--- src/rtl/camkey_pkg.sv ---
// camkey_query_ctrl shared types and helpers.
// FSM states, default widths and key-pair decode.
package camkey_pkg;

    localparam int NUM_PAIRS_DEF  = 6;
    localparam int KEY_W          = 2 * NUM_PAIRS_DEF;
    localparam int PI_W_DEF       = 36;
    localparam int PO_W_DEF       = 7;
    localparam int SETTLE_CYC_DEF = 2;
    localparam int MAX_KEY_W      = 64;

    typedef enum logic [2:0] {
        ST_IDLE,
        ST_LOAD,
        ST_CHECK,
        ST_APPLY,
        ST_RESP
    } state_e;

    // Pair i value: even bit is the high bit.
    function automatic logic [1:0] pair_val(
        input logic [MAX_KEY_W-1:0] key,
        input int unsigned          i
    );
        return {key[2*i], key[2*i+1]};
    endfunction

endpackage

--- src/rtl/camkey_query_ctrl_pair_checker.sv ---
// Combinational legality check of every select pair.
// Ports: key (select bits), allow_mask (4 bits/pair), all_legal.
module camkey_pair_checker
    import camkey_pkg::*;
#(
    parameter int NUM_PAIRS = NUM_PAIRS_DEF
) (
    input  logic [2*NUM_PAIRS-1:0] key,
    input  logic [4*NUM_PAIRS-1:0] allow_mask,
    output logic                   all_legal
);

    logic [MAX_KEY_W-1:0] key_ext;
    logic [1:0]           v;

    always_comb begin
        key_ext   = MAX_KEY_W'(key);
        all_legal = 1'b1;
        v         = 2'd0;
        for (int unsigned i = 0; i < NUM_PAIRS; i++) begin
            v = pair_val(key_ext, i);
            if (!allow_mask[4*i+{30'd0, v}]) begin
                all_legal = 1'b0;
            end
        end
    end

endmodule

--- src/rtl/camkey_query_ctrl.sv ---
// Key loader and oracle query sequencer for camouflaged c432.
// Ports: key_* serial key load, s_out committed selects,
// q_* query in, pi_out/po_in netlist, r_* response out.
module camkey_query_ctrl
    import camkey_pkg::*;
#(
    parameter int NUM_PAIRS  = NUM_PAIRS_DEF,
    parameter int PI_W       = PI_W_DEF,
    parameter int PO_W       = PO_W_DEF,
    parameter int SETTLE_CYC = SETTLE_CYC_DEF,
    parameter logic [4*NUM_PAIRS-1:0] ALLOW_MASK = '1
) (
    input  logic                   clk,
    input  logic                   rst_n,
    input  logic                   key_valid,
    input  logic                   key_bit,
    output logic                   key_ready,
    output logic                   key_done,
    output logic                   key_err,
    output logic                   key_ok,
    output logic [2*NUM_PAIRS-1:0] s_out,
    input  logic                   q_valid,
    input  logic [PI_W-1:0]        q_pattern,
    output logic                   q_ready,
    output logic [PI_W-1:0]        pi_out,
    input  logic [PO_W-1:0]        po_in,
    output logic                   r_valid,
    output logic [PO_W-1:0]        r_data,
    input  logic                   r_ready
);

    localparam int KW  = 2 * NUM_PAIRS;
    localparam int BCW = $clog2(KW + 1);
    localparam int SCW = $clog2(SETTLE_CYC + 1);

    state_e          state_q, state_d;
    logic [KW-1:0]   shift_q, shift_d;
    logic [KW-1:0]   s_q, s_d;
    logic [BCW-1:0]  bit_cnt_q, bit_cnt_d;
    logic [SCW-1:0]  settle_q, settle_d;
    logic            key_ok_q, key_ok_d;
    logic            key_done_q, key_done_d;
    logic            key_err_q, key_err_d;
    logic [PI_W-1:0] pi_q, pi_d;
    logic            r_valid_q, r_valid_d;
    logic [PO_W-1:0] r_data_q, r_data_d;
    logic            all_legal;

    camkey_pair_checker #(
        .NUM_PAIRS (NUM_PAIRS)
    ) u_checker (
        .key        (shift_q),
        .allow_mask (ALLOW_MASK),
        .all_legal  (all_legal)
    );

    // Key bits win over a same-cycle query.
    assign key_ready = (state_q == ST_IDLE) || (state_q == ST_LOAD);
    assign q_ready   = (state_q == ST_IDLE) && key_ok_q && !key_valid;

    always_comb begin
        state_d    = state_q;
        shift_d    = shift_q;
        s_d        = s_q;
        bit_cnt_d  = bit_cnt_q;
        settle_d   = settle_q;
        key_ok_d   = key_ok_q;
        key_done_d = 1'b0;
        key_err_d  = 1'b0;
        pi_d       = pi_q;
        r_valid_d  = r_valid_q;
        r_data_d   = r_data_q;
        unique case (state_q)
            ST_IDLE: begin
                if (key_valid) begin
                    state_d   = ST_LOAD;
                    key_ok_d  = 1'b0;
                    shift_d   = {{(KW-1){1'b0}}, key_bit};
                    bit_cnt_d = BCW'(1);
                end else if (q_valid && key_ok_q) begin
                    state_d  = ST_APPLY;
                    pi_d     = q_pattern;
                    settle_d = '0;
                end
            end
            ST_LOAD: begin
                if (key_valid) begin
                    shift_d   = {shift_q[KW-2:0], key_bit};
                    bit_cnt_d = bit_cnt_q + BCW'(1);
                    if (bit_cnt_q == BCW'(KW - 1)) begin
                        state_d = ST_CHECK;
                    end
                end
            end
            ST_CHECK: begin
                state_d    = ST_IDLE;
                bit_cnt_d  = '0;
                key_done_d = 1'b1;
                if (all_legal) begin
                    s_d      = shift_q;
                    key_ok_d = 1'b1;
                end else begin
                    key_err_d = 1'b1;
                end
            end
            ST_APPLY: begin
                if (settle_q == SCW'(SETTLE_CYC - 1)) begin
                    state_d   = ST_RESP;
                    r_data_d  = po_in;
                    r_valid_d = 1'b1;
                end else begin
                    settle_d = settle_q + SCW'(1);
                end
            end
            ST_RESP: begin
                if (r_ready) begin
                    state_d   = ST_IDLE;
                    r_valid_d = 1'b0;
                end
            end
            default: state_d = ST_IDLE;
        endcase
    end

    always_ff @(posedge clk or negedge rst_n) begin
        if (!rst_n) begin
            state_q    <= ST_IDLE;
            shift_q    <= '0;
            s_q        <= '0;
            bit_cnt_q  <= '0;
            settle_q   <= '0;
            key_ok_q   <= 1'b0;
            key_done_q <= 1'b0;
            key_err_q  <= 1'b0;
            pi_q       <= '0;
            r_valid_q  <= 1'b0;
            r_data_q   <= '0;
        end else begin
            state_q    <= state_d;
            shift_q    <= shift_d;
            s_q        <= s_d;
            bit_cnt_q  <= bit_cnt_d;
            settle_q   <= settle_d;
            key_ok_q   <= key_ok_d;
            key_done_q <= key_done_d;
            key_err_q  <= key_err_d;
            pi_q       <= pi_d;
            r_valid_q  <= r_valid_d;
            r_data_q   <= r_data_d;
        end
    end

    assign key_done = key_done_q;
    assign key_err  = key_err_q;
    assign key_ok   = key_ok_q;
    assign s_out    = s_q;
    assign pi_out   = pi_q;
    assign r_valid  = r_valid_q;
    assign r_data   = r_data_q;

endmodule
--- config.mk ---
export PLATFORM = sky130hd
export DESIGN_NAME = camkey_query_ctrl
export DESIGN_NICKNAME = d
export VERILOG_FILES = /design/src/rtl/camkey_pkg.sv /design/src/rtl/camkey_query_ctrl_pair_checker.sv /design/src/rtl/camkey_query_ctrl.sv
export SDC_FILE = /design/constraint.sdc
export NUM_CORES = 1
export LEC_CHECK = 0
export CAP_MARGIN = 30
export CELL_PAD_IN_SITES_DETAIL_PLACEMENT = 1
export CELL_PAD_IN_SITES_GLOBAL_PLACEMENT = 2
export CORE_ASPECT_RATIO = 1.75
export CORE_MARGIN = 2
export CORE_UTILIZATION = 26
export DETAILED_ROUTE_END_ITERATION = 7
export HOLD_SLACK_MARGIN = 0.15
export PLACE_DENSITY_LB_ADDON = 0.08
export SLEW_MARGIN = 20
export SYNTH_ARGS = -nofsm -noshare
export SYNTH_HDL_FRONTEND = slang
export SYNTH_SLANG_ARGS = --single-unit
--- constraint.sdc ---
create_clock -name clk -period 1.5 [get_ports clk]
set_input_delay 0.15 -clock clk [delete_from_list [all_inputs] [get_ports clk]]
set_output_delay 0.15 -clock clk [all_outputs]
set_load 0.01 [all_outputs]
* Word level (Yosys, flattened, before mapping)
Memory sizes are Yosys's and may differ from the RTL's. Index checks and enable logic that the tools add are counted.
Storage, ports and cells: flip-flop bits (word level) 80, memory bits (read-only) 160, bits of input ports 49, output and inout bits 61, logic and storage cells 105, memories kept 5
Operators by class: add/subtract/negate cells 7, magnitude comparators 6, equality and inequality tests 16, multiplexer cells 39, bitwise logic cells 1, reduce and logical (&&, ||, !) cells 20
Memory list:
- (name not given) | depth 32, bits a word 1, read ports 1, clocked after memory_dff 0, wr ports 0, line camkey_query_ctrl_pair_checker.sv:22 | if (!allow_mask[4*i+{30'd0, v}]) begin
- (name not given) | depth 32, bits a word 1, read ports 1, clocked after memory_dff 0, wr ports 0, line camkey_query_ctrl_pair_checker.sv:22
- (name not given) | depth 32, bits a word 1, read ports 1, clocked after memory_dff 0, wr ports 0, line camkey_query_ctrl_pair_checker.sv:22
- (name not given) | depth 32, bits a word 1, read ports 1, clocked after memory_dff 0, wr ports 0, line camkey_query_ctrl_pair_checker.sv:22
- (name not given) | depth 32, bits a word 1, read ports 1, clocked after memory_dff 0, wr ports 0, line camkey_query_ctrl_pair_checker.sv:22
Operators with widths (number):
- < comparator 32 x 6 -> 1 bit (second input constant) | 5
- 2-to-1 mux 12 bit | 2
- case mux 12 bit (2 select lines) | 1
- 2-to-1 mux 1 bit | 19
- 2-to-1 mux 3 bit | 6
- AND reduction 3 bit | 5
- != test 2 bit (second input constant) | 7
- adder 5 x 2 -> 6 bit (first input constant) | 2
- case mux 3 bit (4 select lines) | 1
- case mux 4 bit (3 select lines) | 1
- adder 4 x 2 -> 5 bit (first input constant) | 2
- 2-to-1 mux 4 bit | 2
- nonzero test 2 bit | 4
- equality test 3 x 2 -> 1 bit (second input constant) | 2
- < comparator 2 x 6 -> 1 bit (second input constant) | 1
- 2-to-1 mux 2 bit | 3
- AND reduction 5 bit | 1
- adder 3 x 2 -> 4 bit (first input constant) | 1
- adder 4 x 1 -> 4 bit (second input constant) | 1
- equality test 4 bit (second input constant) | 1
- != test 2 x 1 -> 1 bit (second input constant) | 2
- case mux 1 bit (2 select lines) | 2
- case mux 2 bit (2 select lines) | 1
- AND reduction 2 bit | 2
- other kinds (13) | 15

* Longest topological paths before layout
depth in word-level cells 10, gate-level depth with buffers 6

* By module
A second synthesis with hierarchy kept.
Second synthesis, totals: cell total of the unflattened synthesis 222, area, all modules 3470.8 µm²
By module, submodules not included:
- camkey_query_ctrl | times used 1, cells each 213, area an instance 3321.9 µm²
- camkey_pair_checker | times used 1, cells each 9, area an instance 148.9 µm²

* Worst setup path before layout
Ideal clock, no wire load.
kind reg2reg, from reg state_q[0], to reg s_q[5], in the netlist s_out[5], arrival 1.353 ns, path slack 0.022 ns, stages on the path, launching flop included 5, buffers on the path 2, period minus slack after synthesis 1.478 ns, cell sequence dfrtp_1 or3b_1 buf_4 buf_6 mux2_4
Between the ends: cells in the longest elaborated chain, start to end 2
RTL lines:
- start, declared | line camkey_query_ctrl.sv:36 | state_e state_q, state_d;
- start signal, assigned | line camkey_query_ctrl.sv:139 | state_q <= state_d;
- equality test 3 x 2 -> 1 bit | line camkey_query_ctrl.sv:73 | unique case (state_q)
- AND reduction 2 bit (no source line)
- end signal, assigned | line camkey_query_ctrl.sv:129 | s_q <= '0;
- end signal, assigned | line camkey_query_ctrl.sv:141 | s_q <= s_d;
- end, declared | line camkey_query_ctrl.sv:38 | logic [KW-1:0] s_q, s_d;
No other way between the ends. A chain may end at the register's enable or synchronous reset.

* Worst setup path in the final report
from reg state_q[0], to reg s_q[7], in the netlist s_out[7]
The elaborated chain is that of the path after synthesis.

==> results.cfg <==
[status]
outcome = completed

[global_route]
gr-total-overflow = 0
globalRouteMet1Util = 0.1432
grt_pass1_vias = 2592
grt_max_degree = 34
use_met3 = 0.03161
grt_pass1_wl_microns = 13230
grt_use_total = 0.1319
antenna_found_initial = 0
gr-max-usage-layer = met2
gr-usage-met2 = 0.2402

[route]
antenna_left = 0
vias = 2320
drtIter0Drc = 37
routedWlPerCell_microns = 15.17
vias_per_cell = 4.312
drc = 0
wirelength_microns = 8163
dr.pass1.iters = 4

[floorplan]
start_util = 0.2669
io_pins = 110
core_sq_mm = 0.01200
die_height_microns = 150.8
die-area_sq_mm = 0.01326
num_rows = 53
dieWidth_microns = 87.91

[timing]
rsz0062_at_grt = true
fmax_ghz = 0.6915
final.period_utilization = 0.9641
slew_viol_final = 0
final_hold_viol_count = 0
setup_viol = 0
worst_hold_slack_ns = 0.3205
finalCriticalPeriod_ns = 1.446
skew_ns = 0.008853
fin_ws_ns = 0.05381

[clock_tree]
cts_buffer_depth = 2
clk_latency_ns = 0.33
clock_sinks = 79
cts_max_level = 3
numCtsBuffers = 9
path_clk_slew_ns = 0.06
tritoncts = built
root_buffer = clkbuf_16

[finish]
final_nets = 419
drive_gt1_frac = 0.2869
diodes = 0
area_growth_pct = 58.32
final_cells = 538

[min_path]
min_path_type = in -> async

[synthesis]
ys_seq_area_frac = 0.6172
synthTopCellsByArea = dfrtp_1, mux2_2, nand2_1
synth_common_cells = dfrtp_1, mux2_2, nand2_1, nand3_1, o21ai_0
synth.top_cell.area_share = 0.6172
synth-edff-count = 0
syn_nets = 287
synthFlopType = dfrtp_1
yosysTopAreaCell = dfrtp_1
synth_area_per_cell_sq_um = 13.57
yosysMostFrequentCell = dfrtp_1
ys_warn_count = 0
async_flop_share = 1.000
ys_seq_elements = 79
syn_area_sq_mm = 0.003203
synth_cell_types = 40
synthesis.instances = 236

[worst_setup_path]
reg2reg_to = s_out[7]$_DFFE_PN0N_
worst_ep_arrival_time_ns = 1.66
cp-end-kind = flop
r2r_cells = 3
r2r-start = state_q[0]$_DFFE_PN0P_
regToRegSetupSlack_ns = 0.05
crit_required_ns = 1.71
crit_type = reg -> reg
cp-endpoint = s_out[7]$_DFFE_PN0N_
critPathLaunch = state_q[0]$_DFFE_PN0P_
startpoint_type = flop
cp_max_fo = 17

[pwr]
ir_worst_vdd_mv = 0.6403
sw_frac_of_total = 0.2900
powerDensity_mw_per_mm2 = 1771
switchingPower_w = 0.002605
p_int_w = 0.006378
leakage_nw = 2.385
seq_power_share = 0.383
power_frac_clock = 0.248
combinationalPowerShare = 0.369

[placement]
place_worst_setup_slack_ns = -0.2188
dpl.hpwl_microns = 6008
place_congestion = 0.7257
port-buffer-count = 108
dp_cells = 516

[run]
max-cap-violations = 0
registers in the layout, indices dropped and copies added (netlist names):
register and count:
pi_out 36, s_out 12, shift_q 12, r_data 7, bit_cnt_q 4, state_q 3, settle_q 2, key_done 1
key_ok 1, r_valid 1
through the flow:
step	setup TNS, ns	cell area, sq um	total power (W)	util
final	0	5071	0.008983	0.4225
after global routing	-0.06229	5071	0.009591	0.4225
after floorplan	0	3203	0.004807	-
after CTS	0	5005	0.009088	0.4170
after global placement	-7.539	4637	0.006672	0.3863
after detailed placement	-9.300	4637	0.006759	0.3863
power by group through the flow:
stage / clock network [W] / registers, W / logic [W]
after floorplan: 0 / 0.00367 / 0.00114
after global placement: 0 / 0.00345 / 0.00322
after detailed placement: 0 / 0.00349 / 0.00327
after CTS: 0.00232 / 0.00346 / 0.00331
after global routing: 0.00240 / 0.00358 / 0.00361
final: 0.00223 / 0.00344 / 0.00331
cell type report:
type / count / area, sq um
clock buffers: 11 / 252.7
fillers: 1270 / 6932
inverters: 5 / 18.77
multi-input cells: 138 / 1150
repair buffers: 135 / 1409
well taps: 165 / 206.4
clock inverters: 5 / 56.30
flip-flops and latches: 79 / 1978
placed cells by master (no fill, tap or decap), types with 2 or more instances in the layout:
cell / netlist / routed
ha_1: 2 / 2
buf_4: 2 / 16
clkdlybuf4s50_1: 0 / 104
buf_12: 0 / 7
mux2_2: 43 / 43
dfrtp_1: 79 / 78
mux2_4: 5 / 12
clkbuf_8: 0 / 2
clkinv_2: 0 / 2
clkbuf_16: 0 / 10
nand3_1: 14 / 14
o21ai_0: 8 / 8
a21oi_1: 2 / 2
nor2_1: 4 / 4
buf_6: 4 / 2
nand2_1: 28 / 28
inv_1: 5 / 5
repair_timing:
action / in CTS / in global routing
endpoints found under the hold margin: 64 / 0
resized for setup: 8 / 13
buffers inserted: 3 / 0
setup endpoints to repair: 38 / 27
hold buffers: 1 / 0
cloned: 1 / 1
pin swaps: 2 / 2
worst max-delay path, stage by stage, from the launching register on:
cell,delay [ns]
dfrtp_2,0.43
or3b_1,0.42
buf_12,0.18
mux2_4,0.30
cell families (layout without fill, tap and decap cells):
family                   after synthesis  in the layout  synth area share
adder cells (fa/ha/maj)                2              2          0.007811
multiplexers                          56             56            0.2023
other                                  1              1          0.001171
AO/OA/AOI/OAI                         18             18           0.03555
buffers and inverters                 19            156           0.03593
XOR/XNOR                               2              2          0.005470
AND/OR/NAND/NOR                       59             59           0.09454
flip-flops                            79             79            0.6172
worst min path at each step:
stage / start / endpoint / slack [ns] / cells after the start
floorplan: rst_n / bit_cnt_q[0]$_DFFE_PN0P_ / -0.15 / 0
global placement: rst_n / s_out[3]$_DFFE_PN0N_ / 0.14 / 1
detailed placement: rst_n / s_out[3]$_DFFE_PN0N_ / 0.14 / 1
CTS: rst_n / s_out[3]$_DFFE_PN0N_ / 0.33 / 2
global route: rst_n / shift_q[3]$_DFFE_PN0P_ / 0.36 / 2
finish: rst_n / shift_q[3]$_DFFE_PN0P_ / 0.32 / 2
layer usage:
| metal | part of all wire | routed length (microns) | vias to the layer above |
|---|---|---|---|
| met1 | 0.37 | 3002 | 1178 |
| li1 | - | - | 1080 |
| met4 | 0.016 | 131 | 0 |
| met3 | 0.034 | 278 | 9 |
| met2 | 0.58 | 4750 | 53 |
| met5 | 0 | 0 | - |
Note: power is estimated with default switching activity, not from simulation.
